## src/rtl/jt12_timer_mmr_pkg.sv

```systemverilog
// Shared register map and field positions for the YM2612 timer register front end.
package jt12_timer_mmr_pkg;

    localparam logic [7:0] REG_TIMA_HI = 8'h24;
    localparam logic [7:0] REG_TIMA_LO = 8'h25;
    localparam logic [7:0] REG_TIMB    = 8'h26;
    localparam logic [7:0] REG_TMODE   = 8'h27;

    // Bit positions inside register 0x27
    localparam int LOAD_A   = 0;
    localparam int LOAD_B   = 1;
    localparam int EN_A     = 2;
    localparam int EN_B     = 3;
    localparam int CLR_A    = 4;
    localparam int CLR_B    = 5;
    localparam int MODE_LSB = 6;

    localparam logic [1:0] CSM_MODE = 2'b10;

    function automatic logic is_timer_reg(input logic [7:0] r);
        return (r >= REG_TIMA_HI) && (r <= REG_TMODE);
    endfunction

endpackage

```

## src/rtl/jt12_busy_cnt.sv

```systemverilog
// Write-busy counter: reloads on every data write, counts down on cen, busy while non-zero.
module jt12_busy_cnt #(
    parameter int BUSY_CNT = 32,
    parameter int BW       = 6
) (
    input  logic clk,
    input  logic rst_n,
    input  logic cen,
    input  logic load,
    output logic busy
);

    logic [BW-1:0] cnt_q, cnt_d;

    // A reload takes priority over a coincident cen decrement.
    always_comb begin
        cnt_d = cnt_q;
        if (load)
            cnt_d = BW'(BUSY_CNT);
        else if (cen && cnt_q != '0)
            cnt_d = cnt_q - 1'b1;
    end

    always_ff @(posedge clk) begin
        if (!rst_n)
            cnt_q <= '0;
        else
            cnt_q <= cnt_d;
    end

    assign busy = (cnt_q != '0);

endmodule

```

## src/rtl/jt12_timer_mmr.sv

```systemverilog
// CPU register front end for the FM timer pair: decodes 0x24-0x27, busy, status byte, CSM key-on.
module jt12_timer_mmr
    import jt12_timer_mmr_pkg::*;
#(
    parameter int BUSY_CNT = 32,
    parameter int BW       = 6
) (
    input  logic       clk,
    input  logic       rst_n,
    input  logic       cen,
    input  logic       zero,
    input  logic       cs_n,
    input  logic       wr_n,
    input  logic [1:0] addr,
    input  logic [7:0] din,
    input  logic       flag_A,
    input  logic       flag_B,
    input  logic       overflow_A,
    output logic [7:0] dout,
    output logic [9:0] value_A,
    output logic [7:0] value_B,
    output logic       load_A,
    output logic       load_B,
    output logic       clr_flag_A,
    output logic       clr_flag_B,
    output logic       enable_irq_A,
    output logic       enable_irq_B,
    output logic [1:0] ch3_mode,
    output logic       csm_keyon,
    output logic       busy
);

    logic       wr, wr_edge, data_we, reg_we;
    logic       wr_q, lock_q, lock_d;
    logic [7:0] reg_num_q, reg_num_d;
    logic       part_q, part_d;
    logic [9:0] va_q, va_d;
    logic [7:0] vb_q, vb_d;
    logic [1:0] mode_q, mode_d;
    logic       ld_a_q, ld_a_d, ld_b_q, ld_b_d;
    logic       en_a_q, en_a_d, en_b_q, en_b_d;
    logic       clr_a_q, clr_a_d, clr_b_q, clr_b_d;
    logic [7:0] dout_q, dout_d;

    // lock_q keeps a strobe that was already held through reset from counting as a write.
    assign wr      = ~cs_n & ~wr_n;
    assign wr_edge = wr & ~wr_q & ~lock_q;
    assign data_we = wr_edge & addr[0];
    assign reg_we  = data_we & ~part_q & is_timer_reg(reg_num_q);
    assign lock_d  = lock_q & wr;

    always_comb begin
        reg_num_d = reg_num_q;
        part_d    = part_q;
        va_d      = va_q;
        vb_d      = vb_q;
        mode_d    = mode_q;
        ld_a_d    = ld_a_q;
        ld_b_d    = ld_b_q;
        en_a_d    = en_a_q;
        en_b_d    = en_b_q;
        clr_a_d   = 1'b0;
        clr_b_d   = 1'b0;
        dout_d    = {busy, 5'b0, flag_B, flag_A};
        if (wr_edge && !addr[0]) begin
            reg_num_d = din;
            part_d    = addr[1];
        end
        if (reg_we) begin
            case (reg_num_q)
                REG_TIMA_HI: va_d[9:2] = din;
                REG_TIMA_LO: va_d[1:0] = din[1:0];
                REG_TIMB:    vb_d      = din;
                default: begin
                    mode_d  = din[MODE_LSB +: 2];
                    clr_b_d = din[CLR_B];
                    clr_a_d = din[CLR_A];
                    en_b_d  = din[EN_B];
                    en_a_d  = din[EN_A];
                    ld_b_d  = din[LOAD_B];
                    ld_a_d  = din[LOAD_A];
                end
            endcase
        end
    end

    always_ff @(posedge clk) begin
        if (!rst_n) begin
            wr_q      <= 1'b0;
            lock_q    <= 1'b1;
            reg_num_q <= 8'h00;
            part_q    <= 1'b0;
            va_q      <= '0;
            vb_q      <= '0;
            mode_q    <= '0;
            ld_a_q    <= 1'b0;
            ld_b_q    <= 1'b0;
            en_a_q    <= 1'b0;
            en_b_q    <= 1'b0;
            clr_a_q   <= 1'b0;
            clr_b_q   <= 1'b0;
            dout_q    <= '0;
        end else begin
            wr_q      <= wr;
            lock_q    <= lock_d;
            reg_num_q <= reg_num_d;
            part_q    <= part_d;
            va_q      <= va_d;
            vb_q      <= vb_d;
            mode_q    <= mode_d;
            ld_a_q    <= ld_a_d;
            ld_b_q    <= ld_b_d;
            en_a_q    <= en_a_d;
            en_b_q    <= en_b_d;
            clr_a_q   <= clr_a_d;
            clr_b_q   <= clr_b_d;
            dout_q    <= dout_d;
        end
    end

    jt12_busy_cnt #(
        .BUSY_CNT (BUSY_CNT),
        .BW       (BW)
    ) u_busy (
        .clk   (clk),
        .rst_n (rst_n),
        .cen   (cen),
        .load  (data_we),
        .busy  (busy)
    );

    // Same qualifier the timer uses to raise flag_A, so key-on lines up with the overflow.
    assign csm_keyon = (mode_q == CSM_MODE) & cen & zero & ld_a_q & overflow_A;

    assign dout         = dout_q;
    assign value_A      = va_q;
    assign value_B      = vb_q;
    assign load_A       = ld_a_q;
    assign load_B       = ld_b_q;
    assign clr_flag_A   = clr_a_q;
    assign clr_flag_B   = clr_b_q;
    assign enable_irq_A = en_a_q;
    assign enable_irq_B = en_b_q;
    assign ch3_mode     = mode_q;

endmodule

```

## config.mk

```make
export PLATFORM = sky130hd
export DESIGN_NAME = jt12_timer_mmr
export DESIGN_NICKNAME = d
export VERILOG_FILES = /design/src/rtl/jt12_timer_mmr_pkg.sv /design/src/rtl/jt12_busy_cnt.sv /design/src/rtl/jt12_timer_mmr.sv
export SDC_FILE = /design/constraint.sdc
export NUM_CORES = 1
export LEC_CHECK = 0
export ABC_CLOCK_PERIOD_IN_PS = 1900
export CAP_MARGIN = 10
export CELL_PAD_IN_SITES_DETAIL_PLACEMENT = 0
export CELL_PAD_IN_SITES_GLOBAL_PLACEMENT = 1
export CORE_MARGIN = 1.5
export CORE_UTILIZATION = 46
export CTS_CLUSTER_SIZE = 25
export DETAILED_ROUTE_END_ITERATION = 6
export DONT_BUFFER_PORTS = 1
export PLACE_DENSITY = 0.88
export SLEW_MARGIN = 20
export SYNTH_ARGS = -nofsm -noshare
export SYNTH_HDL_FRONTEND = slang
export SYNTH_SLANG_ARGS = --single-unit
```

## constraint.sdc

```tcl
create_clock -name clk -period 1.9 [get_ports clk]
set_input_delay 0.095 -clock clk [delete_from_list [all_inputs] [get_ports clk]]
set_output_delay 0.095 -clock clk [all_outputs]
set_load 0.02 [all_outputs]
```

==> results.md, run 1 <==
Synthesis:
- In this run the cell area of the synthesized design comes to around 1900 um^2.
- The number of flops mapped to enable cells by yosys is 0.
- The synthesized netlist cell count is about 190.
- The synthesized area per cell is 9.749 um^2.
- The flip-flop and latch count after synthesis is 46.
- Sequential cells were found to cover 49.20% of the synthesized design area.
- The proportion of synthesized flip-flops having asynchronous set or reset is 0%.
- The most used flip-flop cell after synthesis is sky130_fd_sc_hd__dfxtp_1.
- The total of warnings raised by yosys is 0.
- After synthesis, the netlist uses 33 different library cells.

Die:
- The die width is 66.79 um.
- The chip height is approximately 67 um.
- The initial core utilization is 47.48%.
- The die outline area is 4461 um^2.
- 55 I/O pins were placed.
- The floorplan has 23 rows.
- The floorplan step defined a core boundary enclosing 3943 um^2.

Pwr:
- The static leakage is 0.8405 nW.
- The internal portion of the total power is 0.001627 W.
- The power density over cell area is 1057 nW/um^2.
- The share of total power dissipated in the clock network is 31.0%.
- Sequential cells account for 47.7% of the total power.
- The combinational fraction of design power is between 20% and 30%.
- The switching power is 0.0006823 W.
- The switching portion of total power is 29.54%.
- The maximum vdd ir drop is about 0.00074 V.

Detailed routing:
- The remaining design rule violation count is 0.
- The number of nets still failing antenna checks after routing is 0.
- The amount of wire on met3 after detailed routing is 204 um.
- The first TritonRoute pass finished after 4 iterations.
- In the routed layout, each cell is associated on average with a via count of just over 5.
- The via count is 1319.
- The met1 wire length is 1665 um.
- The routed length on met2 is 1901 um.
- Dividing the detail-routed wire length by the instance count gives 14.73 um.
- The highest routing layer actually used is met4.
- The initial detailed-routing violation count is 30.
- The total detailed-routing wirelength is 3831 um.

Finish:
- From synthesis to final layout, the design area changed by 16.78%.
- The post-route netlist has 8.571% of its cells at a drive strength greater than 1.
- The area used by sequential logic in the layout is 920.9 um^2.
- The total number of nets in the final design is 230.
- For this run, the number of standard cells in the final layout without fillers is 260.
- Summing all multi-input logic gate instances after layout gives 873.3 um^2.
- After filler insertion, the fill cell instance count of the layout stands at ~360.
- In the layout the commonest cells are sky130_fd_sc_hd__dfxtp_1 (46), sky130_fd_sc_hd__nand2_1 (39), sky130_fd_sc_hd__mux2i_1 (33).
- The most frequent standard cell in the layout excluding fill and tap cells is sky130_fd_sc_hd__dfxtp_1.
- After routing the design area is 2186 um^2.
- The antenna cell count is 0.

Place:
- Counting tap cells, the placed design contains a total of around 240 instances.
- The area after detailed placement is ~1900 um^2.
- The detailed placer's ending HPWL is 2702 um.
- The placer congestion estimate is 0.8259.
- The count of input and output buffers is 0.
- Timing analysis after detailed placement gives a worst setup slack of 0.2517 ns.

Global routing:
- The number of global-route vias before repair is 1306.
- The number of antenna violations at the first check in global routing is 0.
- The wire length of the first global-routing pass is 6016 um.
- Global routing consumed, over all layers together, 18.63% of the routing resources.
- Summed over all layers, the global routing overflow is 0.
- Entering global routing, the biggest net connects 41 pins.

STA:
- At the pin with the least slew margin, the transition time is 0.4997 ns.
- The shortest clock period the worst path allows after layout is 1.655 ns.
- The setup TNS after final layout is 0 ns.
- The worst clock skew is about 0.0096 ns.
- The number of hold-slack violations in the final timing report is 0.
- The final-report max-slew violation count is 0.
- Derived from the worst setup path, the maximum achievable clock frequency is 604.3 MHz.
- Setup violations remaining at the end of the flow were counted as 0.
- The part of the cycle the worst path needs is 87.10%.
- Setup repair after global routing left no endpoint under its margin.
- The worst relative slew slack is 66.61%.
- In the post-route analysis, the smallest setup slack over all paths is 0.2452 ns.

Status:
- The run finished with clean final reports.

Worst setup path:
- The reg-to-reg critical path startpoint is lock_q.
- The critical path is of the reg -> reg type.
- The highest net fanout along the worst path is 8.
- The destination of the worst register-to-register timing path is value_A[2].
- The worst setup path is captured at a register.
- STA classifies the critical path startpoint as a register.
- The worst-case register-to-register setup slack is 0.25 ns.
- The number of cells on the worst reg-to-reg path is 4.
- The critical path ends at value_A[2].
- The launch point of the critical path is lock_q.
- For the worst setup path, the data arrival time is 1.82 ns.
- Among all stages on the critical path, the largest delay is contributed by sky130_fd_sc_hd__or3_1.
- The signal on the critical path passes through nor4_4 -> nand4_1 -> or3_1 -> mux2i_1.
- The required arrival time at the worst endpoint is 2.06 ns.
- The highest cell delay on the worst timing path is 0.55 ns.

Clock tree:
- The clock passes through at most 2 buffers.
- After clock tree synthesis, the clock-pin slew on the worst setup and hold paths is 0.09 ns.
- The clock insertion delay at the later pin of the skew report is 0.30 ns.
- TritonCTS built the clock tree.
- The tree built by TritonCTS fans out to 46 sinks.
- Clock tree synthesis selected as its root buffer the cell sky130_fd_sc_hd__clkbuf_8.
- Gates resized during post-CTS repair numbered 0.
- Post-CTS timing repair inserted 0 buffers for setup.
- The H-tree generated during clock tree synthesis spans 2 levels.
- The CTS buffer count is 5.

Min path:
- The min-delay analysis places its worst path in the category in -> reg.

Flow run:
- Across the run, the number of max-cap violations was 0.
==> metal layers <==
metal	GRT usage, %	vias to the layer above
li1	-	662
met1	21.85	619
met2	31.37	34
met3	5.236	4
met4	8.418	0
met5	0	-
==> what timing repair did <==
item | in CTS | in global routing
hold buffers | 16 | 0
endpoints found under the hold margin | 41 | 0
endpoints found under the setup margin | 0 | 0
==> area by class of cell <==
type / count / share of cell area [%]
flip-flops and latches: 46 / 42.13
multi-input cells: 132 / 39.95
repair buffers: 21 / 9.502
clock buffers: 6 / 3.320
well taps: 50 / 2.862
clock inverters: 2 / 1.717
inverters: 3 / 0.5152
==> power groups by stage <==
stage                     Sequential [W]  Combinational [W]  Clock (W)
after floorplan                  0.00111           0.000407          0
after global placement           0.00112           0.000422          0
after detailed placement         0.00112           0.000449          0
after CTS                        0.00110           0.000494   0.000735
after global routing             0.00111           0.000560   0.000776
final                            0.00110           0.000493   0.000715
==> worst min path at each step <==
stage,from,to,depth (start not counted)
after floorplan,cs_n,wr_q,1
after global placement,rst_n,lock_q,1
after detailed placement,rst_n,lock_q,1
after CTS,cen,u_busy.cnt_q[2],3
after global routing,din[6],value_B[6],2
final,din[6],value_B[6],2
==> logic make-up (layout without fill, tap and decap cells) <==
family | Yosys count | in the layout | synth area share, %
buf+inv | 18 | 32 | 4.947
simple gates | 79 | 79 | 21.99
xor+xnor | 3 | 3 | 1.404
mux | 33 | 33 | 17.65
flops | 46 | 46 | 49.20
fa+ha+maj | 2 | 2 | 1.337
other cells | 1 | 5 | 0.2003
compound gates | 10 | 10 | 3.275
==> through the flow <==
stage / power, W / hold slack (ns) / utilization [%]
6_report: 0.002310 / 0.01103 / 55.44
5_1_grt: 0.002450 / 0.006475 / 55.44
4_1_cts: 0.002331 / 0.001469 / 55.44
3_5_place_dp: 0.001573 / 0.1729 / 48.33
3_3_place_gp: 0.001541 / 0.1647 / 48.33
2_1_floorplan: 0.001518 / 0.1718 / -
==> Yosys cell counts, types with 3 or more instances <==
| cell type | number | area, um^2 |
|---|---|---|
| sky130_fd_sc_hd__inv_1 | 3 | 11.26 |
| sky130_fd_sc_hd__nor3b_1 | 3 | 22.52 |
| sky130_fd_sc_hd__nor2b_1 | 9 | 56.30 |
| sky130_fd_sc_hd__a21oi_1 | 3 | 15.01 |
| sky130_fd_sc_hd__o21ai_0 | 3 | 15.01 |
| sky130_fd_sc_hd__mux2i_1 | 33 | 330.3 |
| sky130_fd_sc_hd__clkbuf_1 | 7 | 26.28 |
| sky130_fd_sc_hd__dfxtp_1 | 46 | 920.9 |
| sky130_fd_sc_hd__and2_1 | 3 | 18.77 |
| sky130_fd_sc_hd__nand2_1 | 39 | 146.4 |
| sky130_fd_sc_hd__nor2_1 | 10 | 37.54 |
| sky130_fd_sc_hd__buf_4 | 6 | 45.04 |
==> worst max-delay path, delay by kind of cell (launching register included) <==
family,cells,cell delay [ns]
and+or+nand+nor,3,1.00
muxes,1,0.19
DFF,1,0.34
==> registers in the layout, summed over array words and instances (netlist names) <==
signal        cells
dout              3
load_A            1
load_B            1
lock_q            1
clr_flag_B        1
clr_flag_A        1
value_B           8
reg_num_q         8
wr_q              1
enable_irq_A      1
u_busy.cnt_q      6
enable_irq_B      1
part_q            1
ch3_mode          2
value_A          10
(Power assumes the default switching activity.)
==> inputs of run 2 (changes only) <==
--- a/config.mk
+++ b/config.mk
@@ -5,15 +5,17 @@
 export SDC_FILE = /design/constraint.sdc
 export NUM_CORES = 1
 export LEC_CHECK = 0
+export ABC_AREA = 1
 export ABC_CLOCK_PERIOD_IN_PS = 1900
 export CAP_MARGIN = 10
 export CELL_PAD_IN_SITES_DETAIL_PLACEMENT = 0
 export CELL_PAD_IN_SITES_GLOBAL_PLACEMENT = 1
 export CORE_MARGIN = 1.5
-export CORE_UTILIZATION = 46
+export CORE_UTILIZATION = 44
 export CTS_CLUSTER_SIZE = 25
 export DETAILED_ROUTE_END_ITERATION = 6
 export DONT_BUFFER_PORTS = 1
+export HOLD_SLACK_MARGIN = 0.12
 export PLACE_DENSITY = 0.88
 export SLEW_MARGIN = 20
 export SYNTH_ARGS = -nofsm -noshare
==> results.md, run 2 <==
Synthesis:
- The dominant register cell in the synthesized netlist is sky130_fd_sc_hd__dfxtp_1.
- In the post-synthesis netlist, the cell with the most instances is sky130_fd_sc_hd__nand2_1.
- Summed over its instances, the top area cell type makes up a little under half of the synthesized netlist area.
- The mux share of post-synthesis cell area is 0%.
- The post-synthesis xor/xnor area fraction is less than 1%.
- The basic-gate share of the synthesized area counting and, or, nand and nor cells is 29.79%.
- The leading area contributor after synthesis is sky130_fd_sc_hd__dfxtp_1.
- After synthesis, the mean cell area works out to about 8.0 um^2.
- The post-synthesis compound-gate area fraction is 12.09%.
- The number of different library cells used by synthesis comes to 26.
- The proportion of synthesized flip-flops having asynchronous set or reset is 0%.
- The sequential share of the synthesized area is 46.35%.
- The flip-flop and latch count after synthesis is 46.
- In the post-synthesis netlist, the biggest area contributors are sky130_fd_sc_hd__dfxtp_1 (46%), sky130_fd_sc_hd__a21oi_1 (9.3%), sky130_fd_sc_hd__nand2_1 (8.9%).
- The cell area after technology mapping is 1987 um^2.
- During synthesis, Yosys emitted a total of 0 warnings.
- The dominant combinational cell family by area after synthesis is simple AND/OR/NAND/NOR gates.
- The number of flops mapped to enable cells by yosys is 0.
- The share of synthesized cell area in full adder, half adder and majority cells is 1.259%.
- In the synthesized netlist, the number of instances is 249.
- Sorting the synthesized cells by how often they occur yields sky130_fd_sc_hd__nand2_1 (47), sky130_fd_sc_hd__dfxtp_1 (46), sky130_fd_sc_hd__a21oi_1 (37).

Global routing:
- The global route total overflow is 0.
- Global routing consumed, over all layers together, 19.64% of the routing resources.
- The number of antenna violations at the first check in global routing is 0.
- The number of global-route vias before repair is 1640.
- The largest net degree at the start of global routing is 30.
- The first global-routing pass estimated 7748 um of wire.

Finish:
- The total number of nets in the final design is 289.
- Leaving out fill and tap cells, the most frequent cells in the layout are sky130_fd_sc_hd__nand2_1 (47), sky130_fd_sc_hd__dfxtp_1 (46), sky130_fd_sc_hd__a21oi_1 (37).
- The register with the most flip-flops in the layout has 10 of them.
- Relative to the synthesized area, the layout overhead comes to 16.12%.
- The repair_antennas step left the layout with diodes totalling 0.
- The most frequent standard cell in the layout excluding fill and tap cells is sky130_fd_sc_hd__nand2_1.
- Cells fill between 50% and 60% of the core in the end.
- The share of layout cells above drive strength 1 is 8.955%.

Min path:
- The launch point of the worst hold path is wr_n.
- The class of the worst hold path is in -> reg.
- The worst hold path was traced through 4 stages.
- The path with the worst hold slack has its endpoint at u_busy.cnt_q[1].

STA:
- Clock skew on the completed layout was measured at 0.005175 ns.
- Setup violations remaining at the end of the flow were counted as 0.
- The setup TNS after final layout is 0 ns.
- The worst relative slew slack is between 50% and 60%.
- For the finished layout, the period the worst path requires is 1.787 ns.
- Final hold analysis gives a worst-case slack of 0.1460 ns.
- The number of hold-slack violations in the final timing report was 0.
- Setup repair after global routing left no endpoint under its margin.
- Across all setup checks in the final design, the least slack found is 0.1131 ns.
- The slew at the pin closest to its max-slew limit is around 0.65 ns.
- Timing would allow up to 559.6 MHz.
- The worst path uses 94.05% of the clock period.
- The final-report max-slew violation count came to 0.

Pwr:
- IR analysis of the VDD net gives a maximum drop of 0.0004084 V.
- The overall power is about 0.0025 W.
- Dividing total power by cell area gives a power density of approximately 1100 nW/um^2.
- For this design the static power due to leakage is 0.8562 nW.

Detailed routing:
- In the routed design, unresolved DRC markers number 0.
- After detailed routing, the average wire length per cell comes to 14.43 um.
- Before antenna repair, the detailed router went through 5 iterations.
- The total detailed-routing wirelength is 4619 um.
- The initial detailed-routing violation count is 91.
- The via count is 1723.
- The post-detailed-route via-to-cell ratio is 5.384.
- The detail route stage leaves a number of antenna-violating nets equal to 0.

Die:
- The die width is 70.20 um.
- Once the floorplan was initialized, standard cells occupied 45.63% of the core.
- From bottom edge to top edge, the die measures 70.20 um.
- The area of the core is 4354 um^2.
- The die outline area is about 4900 um^2.
- After floorplanning, the core was divided into 24 placement rows.
- The number of top-level pins is between 50 and 60.

Clock tree:
- The tree is rooted in a sky130_fd_sc_hd__clkbuf_8.
- The clock passes through at most 2 buffers.
- The H-tree depth is 2.
- The number of sinks handled by clock tree synthesis is 46.
- Clock tree synthesis inserted a total of 5 buffers.
- Clock-pin slew was measured on the worst setup and hold paths at 0.08 ns.
- The count of buffers added by post-CTS timing repair for setup is 0.
- The TritonCTS clock tree is built.
- The clock insertion delay at the later pin of the skew report is 0.30 ns.

Worst setup path:
- The number of buffers and inverters on the critical path is 2.
- The endpoint identified for the worst register-to-register timing path is clr_flag_A.
- The required arrival time at the worst endpoint is 2.09 ns.
- The worst register-to-register path begins at reg_num_q[7].
- The critical path is of the reg -> reg type.
- The worst-case register-to-register setup slack is between 0.1 and 0.15 ns.
- The critical path startpoint category is a register.
- The highest net fanout along the worst path is 29.
- Tracing the worst setup path back leads to its startpoint at reg_num_q[7].
- On the worst path, the slowest cell contributes a delay of 0.54 ns.
- On the critical path the largest part of the delay comes from buffers and inverters.
- The cell with the largest stage delay on the worst path is sky130_fd_sc_hd__dlygate4sd3_1.
- The type of element capturing the critical path is a register.
- The depth of the worst register-to-register path is 8.
- The worst endpoint data arrival time is 1.98 ns.
- Traced cell by cell, the critical path runs through nor2_2 -> nand2_1 -> nor2_2 -> buf_6 -> nand2_1 -> nand3_1 -> nor2_1 -> dlygate4sd3_1.

Flow run:
- The tool flagged a number of max-cap violations equal to 0.

Place:
- In this run the tool buffered the top-level ports with 0 buffer cells.
- Once detailed placement completed, the half-perimeter wirelength came to 3073 um.
- Before CTS, the worst setup slack after placement is 0.3414 ns.
- The congestion estimate from routability-driven global placement came to 0.7871.

Status:
- The flow ran to the end, and the final reports show no timing, DRC or antenna violations.
==> run 2: cell count changes in the layout (fill, tap and decap cells not counted), moves of 4 or more <==
| cell | change |
|---|---|
| sky130_fd_sc_hd__o21ai_0 | +8 |
| sky130_fd_sc_hd__nor2b_1 | -9 |
| sky130_fd_sc_hd__nand3_1 | +9 |
| sky130_fd_sc_hd__dlygate4sd3_1 | +4 |
| sky130_fd_sc_hd__a21oi_1 | +34 |
| sky130_fd_sc_hd__nand4_1 | +25 |
| sky130_fd_sc_hd__nand2_1 | +8 |
| sky130_fd_sc_hd__mux2i_1 | -33 |
| sky130_fd_sc_hd__inv_1 | +17 |
==> run 2: kinds of logic (layout without fill, tap and decap cells) <==
logic type      count (synthesis)  after routing
flops                          46             46
fa+ha+maj                       2              2
buf+inv                        38             53
simple gates                  112            112
xor+xnor                        2              2
compound gates                 48             48
other cells                     1              5
==> run 2: power breakdown <==
| group | switching, W | leakage [nW] | internal [W] |
|---|---|---|---|
| Combinational | 0.000377 | 0.426 | 0.000237 |
| Clock | 0.000318 | 0.0573 | 0.000421 |
| Sequential | 0.0000767 | 0.373 | 0.00104 |
| Total | 0.000771 | 0.856 | 0.00170 |
==> run 2: how the worst max path moves through the flow <==
| stage | to | slack, ns | cells after the start |
|---|---|---|---|
| after detailed placement | load_B | 0.34 | 6 |
| after global placement | ch3_mode[0] | 0.40 | 6 |
| after floorplan | u_busy.cnt_q[5] | 0.51 | 9 |
| final | clr_flag_A | 0.11 | 8 |
| after CTS | wr_q | 0.005 | 4 |
| after global routing | clr_flag_A | 0.004 | 8 |
==> run 2: routing by layer <==
layer | up-vias | GRT usage (%) | wire (um)
li1 | 874 | - | -
met1 | 796 | 26.41 | 2163
met2 | 46 | 29.42 | 2113
met3 | 7 | 6.349 | 267
met4 | 0 | 7.479 | 74
met5 | - | 0 | 0
==> run 2: final cells by class <==
cell class | instances | area (um^2)
fill | 407 | 2047
sequential | 46 | 920.9
multi-input combinational | 169 | 893.4
timing repair buffer | 23 | 229.0
inverter | 23 | 86.33
clock buffer | 6 | 82.58
tap | 52 | 65.06
clock inverter | 1 | 30.03
==> run 2: worst reg2reg max path, cell delays in order, from the launching register on <==
cell,delay (ns)
sky130_fd_sc_hd__dfxtp_1,0.33
sky130_fd_sc_hd__nor2_2,0.14
sky130_fd_sc_hd__nand2_1,0.08
sky130_fd_sc_hd__nor2_2,0.10
sky130_fd_sc_hd__buf_6,0.23
sky130_fd_sc_hd__nand2_1,0.10
sky130_fd_sc_hd__nand3_1,0.11
sky130_fd_sc_hd__nor2_1,0.05
sky130_fd_sc_hd__dlygate4sd3_1,0.54
==> run 2: what timing repair did <==
item | in CTS | in global routing
gates resized for setup | 0 | 2
hold endpoints to repair | 46 | 0
hold buffers | 20 | 0
setup endpoints to repair | 0 | 3
==> run 2: stage by stage <==
stage               instances  cell area, um^2
global route              320             2307
CTS                       320             2301
floorplan                 253             2002
finish                    320             2307
detailed placement        293             1988
global placement          293             1988
==> inputs of run 3 (changes only) <==
--- a/config.mk
+++ b/config.mk
@@ -10,7 +10,7 @@
 export CAP_MARGIN = 10
 export CELL_PAD_IN_SITES_DETAIL_PLACEMENT = 0
 export CELL_PAD_IN_SITES_GLOBAL_PLACEMENT = 1
-export CORE_MARGIN = 1.5
+export CORE_ASPECT_RATIO = 1.1
 export CORE_UTILIZATION = 44
 export CTS_CLUSTER_SIZE = 25
 export DETAILED_ROUTE_END_ITERATION = 6
==> results.md, run 3 (synthesized netlist as in run 2, its figures left out) <==
Status:
- The flow ran to the end, and the final reports show no timing, DRC or antenna violations.

STA:
- Of the available clock period, the critical path in the final layout requires 83.37%.
- The number of hold-slack violations in the final timing report is 0.
- Setup violations remaining at the end of the flow were counted as 0.
- The worst clock skew is around 0.0088 ns.
- Derived from the worst setup path, the maximum achievable clock frequency is 631.3 MHz.
- After layout, the minimum clock period comes to 1.584 ns.
- The slack of the critical path is 0.3159 ns.
- The final-report max-slew violation count is 0.
- The setup TNS after final layout is 0 ns.
- Setup repair after global routing left no endpoint under its margin.
- At the pin with the least slew margin, the transition time is 0.5913 ns.
- The worst relative slew slack is between 60% and 70%.

Clock tree:
- The number of sinks handled by clock tree synthesis is 46.
- The clock insertion delay at the later pin of the skew report is 0.29 ns.
- The count of buffers added by post-CTS timing repair for setup is 0.
- The H-tree depth is 2.
- The post-cts repair resize count is 0.
- The CTS buffer count is 5.
- The longest clock path from root to sink contains 2 buffers.
- The quantity of hold-fixing buffers added after cts is 17.
- TritonCTS built the clock tree.
- The clock-pin slew of the registers on the worst-case setup and hold paths is 0.08 ns.
- In this run the clock root is driven by a sky130_fd_sc_hd__clkbuf_8.

Detailed routing:
- The highest routing layer actually used is met4.
- The number of nets still failing antenna checks after routing is 0.
- For this block, the initial DRC count from the detailed router was 64.
- The amount of wire on met3 after detailed routing is 290 um.
- The routed layout has between 1500 and 2000 vias.
- For this run, design rule violations remaining after detail routing come to 0.
- After detailed routing, the average wire length per cell comes to approximately 13 um.
- The final layout contains routed wiring with a total length of between 4000 and 5000 um.
- The met1 wire length is approximately 1900 um.
- The first-pass iteration count of the detailed router is 4.
- After detailed routing, the number of vias per cell comes to 5.199.
- Detailed routing placed a total of 2039 um of wire on met2.

Place:
- The count of input and output buffers is 0.
- The placer congestion estimate is 0.7751.
- The detailed placer's ending HPWL is 3127 um.
- The worst setup slack after placement is about 0.35 ns.

Global routing:
- The number of antenna violations at the first check in global routing is 0.
- Entering global routing, the biggest net connects 29 pins.
- The number of global-route vias before repair was around 1600.
- The wire length of the first global-routing pass is roughly 7400 um.
- The global route total overflow is 0.
- Across every metal layer, demand over resource in global routing totals 20.10%.

Worst setup path:
- The worst endpoint data arrival time is 1.75 ns.
- The critical path startpoint category is a primary input.
- The highest cell delay on the worst timing path is 0.58 ns.
- Walking the worst path, the cells encountered are dlygate4sd3_1 -> nor2_4 -> nand3_4 -> nor2_8 -> nand3_1 -> nand2_1 -> a21oi_1.
- The largest individual stage delay along the critical path comes from the cell sky130_fd_sc_hd__dlygate4sd3_1.
- Among cell families on the critical path, the largest total delay comes from simple AND/OR/NAND/NOR gates.
- The type of element capturing the critical path is a register.
- For the worst setup path, the data required time is a little over 2 ns.
- The critical path in this run is classified as in -> reg.
- The startpoint identified for the worst register-to-register timing path is lock_q.
- The buffer and inverter count on the worst path is 1.
- The launch point of the critical path is cs_n.
- Along the worst path, the maximum fanout reaches 28.

Pwr:
- The maximum vdd ir drop is 0.0004567 V.
- The power density over cell area is 1012 nW/um^2.
- Summed over all cells, the static leakage comes to 0.8221 nW.

Finish:
- The register with the most flip-flops in the layout has 10 of them.
- Leaving out fill and tap cells, the most frequent cells in the layout are sky130_fd_sc_hd__nand2_1 (47), sky130_fd_sc_hd__dfxtp_1 (46), sky130_fd_sc_hd__a21oi_1 (37).
- The post-route netlist has 9.363% of its cells at a drive strength greater than 1.
- 0 antenna diodes ended up in the layout.
- The total number of nets in the final design is roughly 290.
- Leaving out fill and tap cells, the most frequent cell in the layout is sky130_fd_sc_hd__nand2_1.
- The synthesis-to-finish area growth is 13.54%.

Min path:
- The min-delay analysis places its worst path in the category in -> reg.
- The startpoint identified for the worst hold timing path is rst_n.

Die:
- The initialized floorplan defines 25 standard-cell rows.
- 55 I/O pins were placed.
- The floorplan step defined a core boundary enclosing between 4000 and 5000 um^2.
- The die width is ~66 um.
- The chip height is 72.48 um.
- The die outline area is ~4800 um^2.
- For this configuration, the core starts out at a cell density of 46.03%.

Flow run:
- The max capacitance violation total is 0.
[run 3: final timing paths]
kind | end | slack, ns | cells after the start
min | value_A[8] | 0.13 | 2
max reg2reg | ch3_mode[1] | 0.34 | 6
min reg2reg | reg_num_q[6] | 0.46 | 2
max | ch3_mode[1] | 0.32 | 7
[run 3: area by class of cell]
cell class              count  area (um^2)
clock inverters             1        7.507
well taps                  54        67.56
fillers                   428         2061
clock buffers               6        72.57
repair buffers             22        207.7
inverters                  23        86.33
multi-input cells         169        893.4
flip-flops and latches     46        920.9
[run 3: per-layer routing]
metal  vias to the layer above  global-route usage [%]
met5                         -                       0
met4                         0                   6.383
met3                         5                   6.132
met2                        39                   33.56
met1                       751                   24.56
li1                        874                       -
[run 3: stage by stage]
stage	instances	utilization (%)	power (W)	instance area, um^2	hold WS [ns]
floorplan	253	-	0.001592	2002	0.1718
global placement	297	46.46	0.001701	2006	0.1672
detailed placement	297	46.46	0.001709	2006	0.1731
CTS	321	52.26	0.002303	2256	0.1278
global route	321	52.26	0.002443	2256	0.1628
finish	321	52.26	0.002282	2256	0.1258
[run 3: where the power goes]
part / total, W / switching [W] / internal, W / leakage, nW
Sequential: 0.00112 / 0.0000742 / 0.00104 / 0.373
Combinational: 0.000610 / 0.000373 / 0.000237 / 0.411
Clock: 0.000554 / 0.000302 / 0.000252 / 0.0373
